### src/rtl/counter_seq_ctrl.sv
// Run-length sequencer for a 4-bit enable/sync-reset counter.
// Clears, enables to a target, supports pause/abort, and shadow-checks the count.
module counter_seq_ctrl #(
    parameter int CNT_W = 4
) (
    input  logic             clk,
    input  logic             reset_n,
    input  logic             start,
    input  logic [CNT_W-1:0] target,
    input  logic             pause,
    input  logic             abort,
    input  logic [CNT_W-1:0] counter_in,
    output logic             cnt_reset,
    output logic             cnt_enable,
    output logic             busy,
    output logic             done,
    output logic             error
);

    typedef enum logic [2:0] {
        S_IDLE   = 3'd0,
        S_CLEAR  = 3'd1,
        S_RUN    = 3'd2,
        S_PAUSED = 3'd3,
        S_DONE   = 3'd4
    } state_t;

    localparam logic [CNT_W-1:0] ONE = {{(CNT_W-1){1'b0}}, 1'b1};

    state_t           state_q, state_d;
    logic [CNT_W-1:0] target_q, target_d;
    logic [CNT_W-1:0] shadow_q, shadow_d;
    logic             error_q, error_d;

    logic accept;
    logic at_target;
    logic chk_active;

    assign accept     = (state_q == S_IDLE) && start;
    assign at_target  = (shadow_q == target_q);
    assign chk_active = (state_q == S_RUN) || (state_q == S_PAUSED) ||
                        (state_q == S_DONE);

    always_ff @(posedge clk or negedge reset_n) begin
        if (!reset_n) begin
            state_q <= S_IDLE;
        end else begin
            state_q <= state_d;
        end
    end

    always_comb begin
        state_d = state_q;
        unique case (state_q)
            S_IDLE:   if (start) state_d = S_CLEAR;
            S_CLEAR:  state_d = S_RUN;
            S_RUN: begin
                if (at_target) begin
                    state_d = S_DONE;
                end else if (pause) begin
                    state_d = S_PAUSED;
                end
            end
            S_PAUSED: if (!pause) state_d = S_RUN;
            S_DONE:   state_d = S_IDLE;
            default:  state_d = S_IDLE;
        endcase
        // Abort wins over every transition once a run is in progress
        if (abort && (state_q != S_IDLE)) begin
            state_d = S_IDLE;
        end
    end

    always_comb begin
        cnt_reset  = 1'b0;
        cnt_enable = 1'b0;
        busy       = 1'b0;
        done       = 1'b0;
        unique case (state_q)
            S_IDLE: ;
            S_CLEAR: begin
                cnt_reset = !abort;
                busy      = 1'b1;
            end
            S_RUN: begin
                cnt_enable = !at_target && !pause && !abort;
                busy       = 1'b1;
            end
            S_PAUSED: busy = 1'b1;
            S_DONE:   done = !abort;
            default: ;
        endcase
    end

    assign error = error_q;

    always_comb begin
        target_d = target_q;
        shadow_d = shadow_q;
        error_d  = error_q;
        if (accept) begin
            target_d = target;
            error_d  = 1'b0;
        end else if (chk_active && (counter_in != shadow_q)) begin
            error_d = 1'b1;
        end
        if (state_q == S_CLEAR) begin
            shadow_d = '0;
        end else if (cnt_enable) begin
            shadow_d = shadow_q + ONE;
        end
    end

    always_ff @(posedge clk or negedge reset_n) begin
        if (!reset_n) begin
            target_q <= '0;
            shadow_q <= '0;
            error_q  <= 1'b0;
        end else begin
            target_q <= target_d;
            shadow_q <= shadow_d;
            error_q  <= error_d;
        end
    end

endmodule
### config.mk
export PLATFORM = sky130hd
export DESIGN_NAME = counter_seq_ctrl
export DESIGN_NICKNAME = d
export VERILOG_FILES = /design/src/rtl/counter_seq_ctrl.sv
export SDC_FILE = /design/constraint.sdc
export NUM_CORES = 1
export LEC_CHECK = 0
export ABC_AREA = 1
export BUFFER_PORTS_ARGS = -buffer_cell sky130_fd_sc_hd__buf_2
export CORE_MARGIN = 2
export CORE_UTILIZATION = 40
export CTS_BUF_LIST = sky130_fd_sc_hd__clkbuf_4 sky130_fd_sc_hd__clkbuf_8
export CTS_CLUSTER_SIZE = 14
export DETAILED_ROUTE_END_ITERATION = 10
export HOLD_SLACK_MARGIN = 0.05
export PLACE_DENSITY = 0.65
export SYNTH_ARGS = -nofsm -noshare
export SYNTH_HDL_FRONTEND = slang
export SYNTH_SLANG_ARGS = --single-unit
export TNS_END_PERCENT = 1
### constraint.sdc
create_clock -name clk -period 1.2 [get_ports clk]
set_input_delay 0.24 -clock clk [delete_from_list [all_inputs] [get_ports clk]]
set_output_delay 0.24 -clock clk [all_outputs]
set_load 0.02 [all_outputs]
; After elaboration in Yosys (flattened, before gate mapping)
; Cells that the tools add are included.
; Widths: inputs -> output; s select.
[word_totals]
register_bits = 12
output_inout_bits = 5
[classes]
n_addsub = 1
muxes = 14
reduce_logical = 16
eq_ne = 9
[op_table]
columns = op, n
row1 = $mux 3, 5
row2 = $pmux 3 s4, 1
row3 = $mux 4, 2
row4 = $eq 3x2->1 const B, 2
row5 = $mux 1, 6
row6 = $ne 3x2->1 const B, 2
row7 = $logic_and 1x1->1, 5
row8 = $add 4x1->4 const B, 1
row9 = $eq 4x4->1, 1
row10 = $ne 4x3->1 const B, 1
row11 = $ne 4x4->1, 1
row12 = $reduce_bool 2->1, 2
row13 = $eq 3x1->1 const B, 1
row14 = $eq 3x3->1 const B, 1
row15 = $logic_not 1->1, 3
row16 = $logic_not 3->1, 1
row17 = $reduce_and 3->1, 1
row18 = $reduce_bool 3->1, 1
row19 = $reduce_or 3->1, 1
row20 = $logic_or 1x1->1, 2

; Logic depth before layout (Yosys ltp)
; Gate-level depths: netlist (run 1).
[logic_depth]
ltp_word = 7
mapped_depth = 9
ltp_nobuf = 9

; Least setup slack after synthesis (run 1)
; No wires, ideal clock.
[synth_path]
kind = flip-flop to output port
start = reg state_q[2]
end = out cnt_reset
arrival_time_ps = 1043
path_stages_with_launch = 6
path_buffers = 0
setup_slack_ps = -83
cell_sequence = dfrtp_1 -> inv_2 -> nand2_1 -> nor2_1 -> inv_1 -> nor2_1
[synth_via]
elab_chain_cells = 2
[synth_rtl]
columns = item, line
row1 = start: declaration, 30  ; state_t state_q, state_d;
row2 = start signal: assignment, 48  ; state_q <= state_d;
row3 = $eq 3x1->1, 79  ; unique case (state_q)
row4 = $mux 1, 79
row5 = end: declaration, 13  ; output logic cnt_reset,
; Every way passes these cells.

; Final worst setup path (run 1)
[layout_path]
start = reg shadow_q[0]
end = out cnt_enable
[layout_via]
elab_chain_cells = 5
[layout_rtl]
columns = item, line
row1 = start: declaration, 32  ; logic [CNT_W-1:0] shadow_q, shadow_d;
row2 = start signal: assignment, 121  ; shadow_q <= shadow_d;
row3 = $eq 4x4->1, 40  ; assign at_target = (shadow_q == target_q);
row4 = $logic_not 1->1, 86  ; cnt_enable = !at_target && !pause && !abort;
row5 = $logic_and 1x1->1 (2 in series), 86
row6 = $mux 1, 79
row7 = end: declaration, 14  ; output logic cnt_enable,
; Every way passes these cells.

==> impl_metrics.ini, run 1 <==
[outcome]
status = finished, violations left
violations = setup timing

[yosys]
synthCells = 99
yosysWarnings = 0
yosysTopAreaCellShare_pct = 42.1
ys_seq_elements = 12
avgSynthCellArea_um2 = 7.20
yosys.area.top_type = dfrtp_1
syn-num-nets = 113
synthesis.area_um2 = 713
synth_area_leaders = dfrtp_1 (42%), nand2_1 (17%), inv_1 (6.3%)
yosysSeqAreaShare_pct = 42.1
synth_cell_type_count = 17

[hold_path]
min_from = target[0]
holdPathStages = 3
whs_endpoint = target_q[0]
hp-class = in2reg

[power]
total_power_mw = 2.61
p_comb_share_pct = 61.9
pwr-share-clk_pct = 12.3
power_switching_mw = 1.10
power_leakage_nw = 0.588
p_sw_share_pct = 42.3
power_frac_seq_pct = 25.8
p_int_mw = 1.50
vdd_drop_max_v = 0.00133
pwr_density_cell_mw_per_mm2 = 2290

[worst_setup_path]
reg2reg_depth = 7
r2r_setup_slack_ps = -120
end_kind = output port
critPathLaunchType = flip-flop
crit_required_ps = 960
rr_startpoint = shadow_q[0]
crit_top_cell = nand2_1
worstPathArrival_ps = 1300
reg2reg_to = shadow_q[2]
crit_path_top_delay_cell = dfrtp_1
crit_path_max_fanout = 3
cp_slowest_stage_delay_ps = 380
crit_type = reg2out
crit_chain = inv_1 > nand2_1 > nand2_1 > nor2_2 > nand2_2 > nand2_4 > inv_4 > buf_6
crit_start = shadow_q[0]

[floorplanning]
dieArea_mm2 = 0.00214
num_rows = 15
core_mm2 = 0.00171
die_w_um = 46.2
start_util_pct = 41.8
die_h_um = 46.2
top_level_ports = 18

[sta]
worst_slack_ps = -335
worst_slew_pin_slew_ps = 274
fmax_mhz = 651
fin_crit_sh_pct = 128
setup_viol = 14
fin_skew_ps = 15.0
hold_viol = 0
fin_tns_setup_ps = -1760
hold-worst-slack_ps = 166
grt_setup_unrepaired = true
drv_slew = 0
slew_headroom_pct = 81.7
fin_crit_ps = 1540

[global_routing]
grt_first_pass_wirelength_um = 2810
grt_use_total_pct = 19.4
gr-total-overflow = 0
grt_pass1_vias = 705
grt_max_degree = 13
grt_antenna_before_repair = 0

[routing]
drtIter0Drc = 10
finalWirelength_um = 1920
wl_per_cell_um = 11.4
drcViolationCount = 0
first_pass_iters = 4
ant_nets = 0
via_per_inst = 4.63
num_vias = 778

[finish]
final_layout_size_suffix_gt1_share_pct = 46.2
nNetsFinal = 158
n_antenna_cell = 0
area_growth_pct = 59.5
final_area_mm2 = 0.00114
num-fill-cells = 155

[clock_network]
cts_made_buffers = 3
clk_latency_ps = 280
cts_buffer_depth = 2
htree_levels = 1
cts-root-buf = clkbuf_4
clkSlewWorstSetupHoldPaths_ps = 80
clkSinkCount = 12
tritoncts = built

[placed_design]
port_buffers = 17
gp_congestion = 0.842
dp_hpwl_um = 1290
place_ws_ps = -125
place_area_um2 = 975

[flow_run]
drv_cap = 0
[cell families (layout without fill, tap and decap cells)]
group	after synthesis	count (layout)	synth area share [%]
buf+inv	14	58	7.37
flops	12	12	42.1
xor+xnor	6	6	7.37
fa+ha+maj	1	1	1.75
simple gates	55	55	33.3
compound gates	11	11	8.07
[worst max-delay path, delay by kind of cell (launching register included)]
kind          cells  cell delay, ps
simple gates      5             400
flops             1             380
buf+inv           3             230
[metrics by stage]
step | util [%] | std cells
finish | 66.6 | 168
CTS | 63.8 | 167
global placement | 57.1 | 160
floorplan | - | 99
detailed placement | 57.1 | 160
global route | 66.6 | 168
[what timing repair did]
| action | 4_1_cts | 5_1_grt |
|---|---|---|
| hold endpoints to repair | 12 | 0 |
| resized for setup | 19 | 11 |
| setup buffers | 2 | 1 |
| pin swaps | 7 | 6 |
| endpoints found under the setup margin | 15 | 15 |
| hold buffers | 1 | 0 |
[metal layers]
metal | wire, um | track usage [%] | vias up
met1 | 804 | 22.5 | 368
met4 | 18 | 6.86 | 0
met5 | 0 | 0 | -
met2 | 1040 | 32.8 | 13
met3 | 61 | 7.06 | 2
li1 | - | - | 395
[registers in the layout, summed over array words and instances, names as in the netlist]
register  cells
error         1
shadow_q      4
state_q       3
target_q      4
[worst max-delay path by stage]
stage / to / slack, ps
after floorplan: cnt_enable / -40
after global placement: state_q[0] / -120
after detailed placement: cnt_reset / -130
after CTS: cnt_reset / -350
after global routing: cnt_enable / -440
final: cnt_enable / -340
[area by class of cell]
type                    count  area, um2  share of cell area, %
multi-input cells          73        422                   37.1
repair buffers             40        293                   25.7
clock buffers               4       36.3                   3.19
well taps                  25       31.3                   2.75
flip-flops and latches     12        300                   26.4
inverters                  14       55.1                   4.84
[cells in the final DEF (no fill, tap or decap), drive strengths merged]
cell	count
inv	14
xnor2	5
xor2	1
o21ai	8
nor2	14
a21boi	1
a21oi	2
nand3	3
nand2	36
buf	39
dlygate4sd3	1
ha	1
dfrtp	12
clkbuf	4
nand4	2
[synth_stat cells]
| cell | count |
|---|---|
| nor2_1 | 12 |
| xnor2_1 | 5 |
| nand2_4 | 2 |
| dfrtp_1 | 12 |
| nand2_1 | 33 |
| a21boi_0 | 1 |
| o21ai_1 | 4 |
| nand3_1 | 3 |
| nor2_2 | 2 |
| nand2_2 | 1 |
| inv_1 | 12 |
| a21oi_1 | 2 |
| xor2_1 | 1 |
| nand4_1 | 2 |
| inv_2 | 2 |
| o21ai_0 | 4 |
| ha_1 | 1 |
[power groups by stage]
stage	combinational [mW]	sequential, mW	clock (mW)
global route	1.77	0.688	0.355
global placement	1.26	0.657	0
detailed placement	1.29	0.669	0
floorplan	0.703	0.702	0
CTS	1.45	0.662	0.332
finish	1.61	0.672	0.321
(Power assumes the default switching activity.)
==> run 2: changes to the inputs <==
--- a/config.mk
+++ b/config.mk
@@ -12,6 +12,7 @@
 export CTS_BUF_LIST = sky130_fd_sc_hd__clkbuf_4 sky130_fd_sc_hd__clkbuf_8
 export CTS_CLUSTER_SIZE = 14
 export DETAILED_ROUTE_END_ITERATION = 10
+export GPL_TIMING_DRIVEN = 0
 export HOLD_SLACK_MARGIN = 0.05
 export PLACE_DENSITY = 0.65
 export SYNTH_ARGS = -nofsm -noshare
==> impl_metrics.ini, run 2 (synthesis results as in run 1) <==
[global_routing]
grt_first_pass_wirelength_um = 2670
grt_antenna_before_repair = 0
gr-total-overflow = 0
grt_max_degree = 13
grt_use_total_pct = 18.5
grt_pass1_vias = 622

[sta]
grt_setup_unrepaired = true
fin_crit_sh_pct = 129
drv_slew = 0
fin_skew_ps = 3.33
hold_viol = 0
slew_headroom_pct = 80.7
worst_slack_ps = -352
worst_slew_pin_slew_ps = 290
fmax_mhz = 644
setup_viol = 14
fin_crit_ps = 1550
hold-worst-slack_ps = 167

[finish]
top_regs = shadow_q x4, target_q x4, state_q x3
final_cell_mix = nand2_1 (31), buf_4 (14), buf_2 (13)
num-fill-cells = 157
final_common_cell = nand2_1
nNetsFinal = 147
final_layout_size_suffix_gt1_share_pct = 37.4
area_growth_pct = 38.6
n_antenna_cell = 0

[placed_design]
port_buffers = 17
gp_congestion = 0.782
dp_hpwl_um = 1100

[worst_setup_path]
critPathBufInv = 3
crit_required_ps = 960
critPathLaunchType = flip-flop
crit_path_top_delay_cell = dfrtp_1
critical_path.endpoint = cnt_reset
path_depth = 6
critPathTopFamily = flip-flops
crit_start = state_q[2]
rr_startpoint = state_q[0]
end_kind = output port
r2r_setup_slack_ps = -100
cp_slowest_stage_delay_ps = 390
reg2reg_to = state_q[0]
worstPathArrival_ps = 1310
crit_path_max_fanout = 4
reg2reg_depth = 9
crit_chain = inv_2 > nand2_1 > nor2_2 > inv_2 > nor2_2 > buf_4
crit_type = reg2out

[routing]
drcViolationCount = 0
ant_nets = 0
drtIter0Drc = 6
via_per_inst = 4.58
first_pass_iters = 4
num_vias = 715
wl_per_cell_um = 10.3
finalWirelength_um = 1610

[floorplanning]
die_h_um = 46.2
top_level_ports = 18
num_rows = 15
core_mm2 = 0.00171
dieArea_mm2 = 0.00214
start_util_pct = 41.8
die_w_um = 46.2

[power]
p_int_mw = 1.20
power_leakage_nw = 0.514
total_power_mw = 2.17
power_frac_seq_pct = 31.5
power_switching_mw = 0.970
p_comb_share_pct = 56.9
p_sw_share_pct = 44.7
pwr-share-clk_pct = 11.6
pwr_density_cell_mw_per_mm2 = 2200
vdd_drop_max_v = 0.000909

[flow_run]
drv_cap = 0

[hold_path]
hp-class = in2reg
holdPathStages = 3

[clock_network]
clkSlewWorstSetupHoldPaths_ps = 70
clk_latency_ps = 280
tritoncts = built
htree_levels = 1
clkSinkCount = 12
cts-root-buf = clkbuf_4
cts_buffer_depth = 2
cts_made_buffers = 3

[outcome]
violations = setup timing
status = finished, violations left
==> run 2: worst reg2reg max path, delay by kind of cell (launching register included) <==
kind,cells,cell delay (ps)
flip-flops,1,420
AO/OA/AOI/OAI,1,40
AND/OR/NAND/NOR,7,570
buffers and inverters,1,160
==> run 2: cell type report <==
class                   instances  area [um2]  share of cell area, %
repair buffers                 29         191                   19.4
clock buffers                   3        22.5                   2.28
well taps                      25        31.3                   3.16
inverters                      14        55.1                   5.57
flip-flops and latches         12         302                   30.5
multi-input cells              73         387                   39.1
==> run 2: through the flow <==
| step | setup TNS, ps | util, % | setup slack, ps | cell area [um2] | instances |
|---|---|---|---|---|---|
| global route | -3350 | 57.9 | -464 | 988 | 156 |
| global placement | -751 | 48.7 | -202 | 832 | 141 |
| finish | -1740 | 57.9 | -352 | 988 | 156 |
| detailed placement | -867 | 48.7 | -193 | 832 | 141 |
| CTS | -1790 | 56.6 | -368 | 966 | 154 |
| floorplan | -44.3 | - | -36.0 | 716 | 99 |
==> run 2: worst min path at each step <==
| stage | start | to | slack [ps] |
|---|---|---|---|
| after global routing | target[2] | target_q[2] | 170 |
| after detailed placement | reset_n | target_q[2] | 140 |
| final | target[0] | target_q[0] | 170 |
| after CTS | target[0] | target_q[0] | 150 |
| after floorplan | reset_n | error | -60 |
| after global placement | reset_n | target_q[1] | 140 |
==> run 2: layer usage <==
layer | share of wire [%] | up-vias | wire length [um] | track usage [%]
li1 | - | 368 | - | -
met2 | 46 | 24 | 737 | 26.1
met4 | 2.4 | 0 | 38 | 12.6
met5 | 0 | - | 0 | 0
met3 | 5.6 | 4 | 90 | 6.67
met1 | 46 | 319 | 742 | 23.2
==> run 2: power groups by stage <==
| stage | Sequential (mW) | Combinational (mW) | Clock [mW] |
|---|---|---|---|
| after floorplan | 0.702 | 0.703 | 0 |
| after global placement | 0.706 | 0.910 | 0 |
| after detailed placement | 0.715 | 0.925 | 0 |
| after CTS | 0.678 | 1.18 | 0.268 |
| after global routing | 0.704 | 1.40 | 0.290 |
| final | 0.684 | 1.24 | 0.252 |
==> run 2: timing repair <==
item	CTS	global route
endpoints found under the hold margin	12	0
gates cloned	0	0
setup buffers	9	2
pin swaps	5	2
resized for setup	14	4
setup endpoints to repair	14	15
hold buffers	1	0
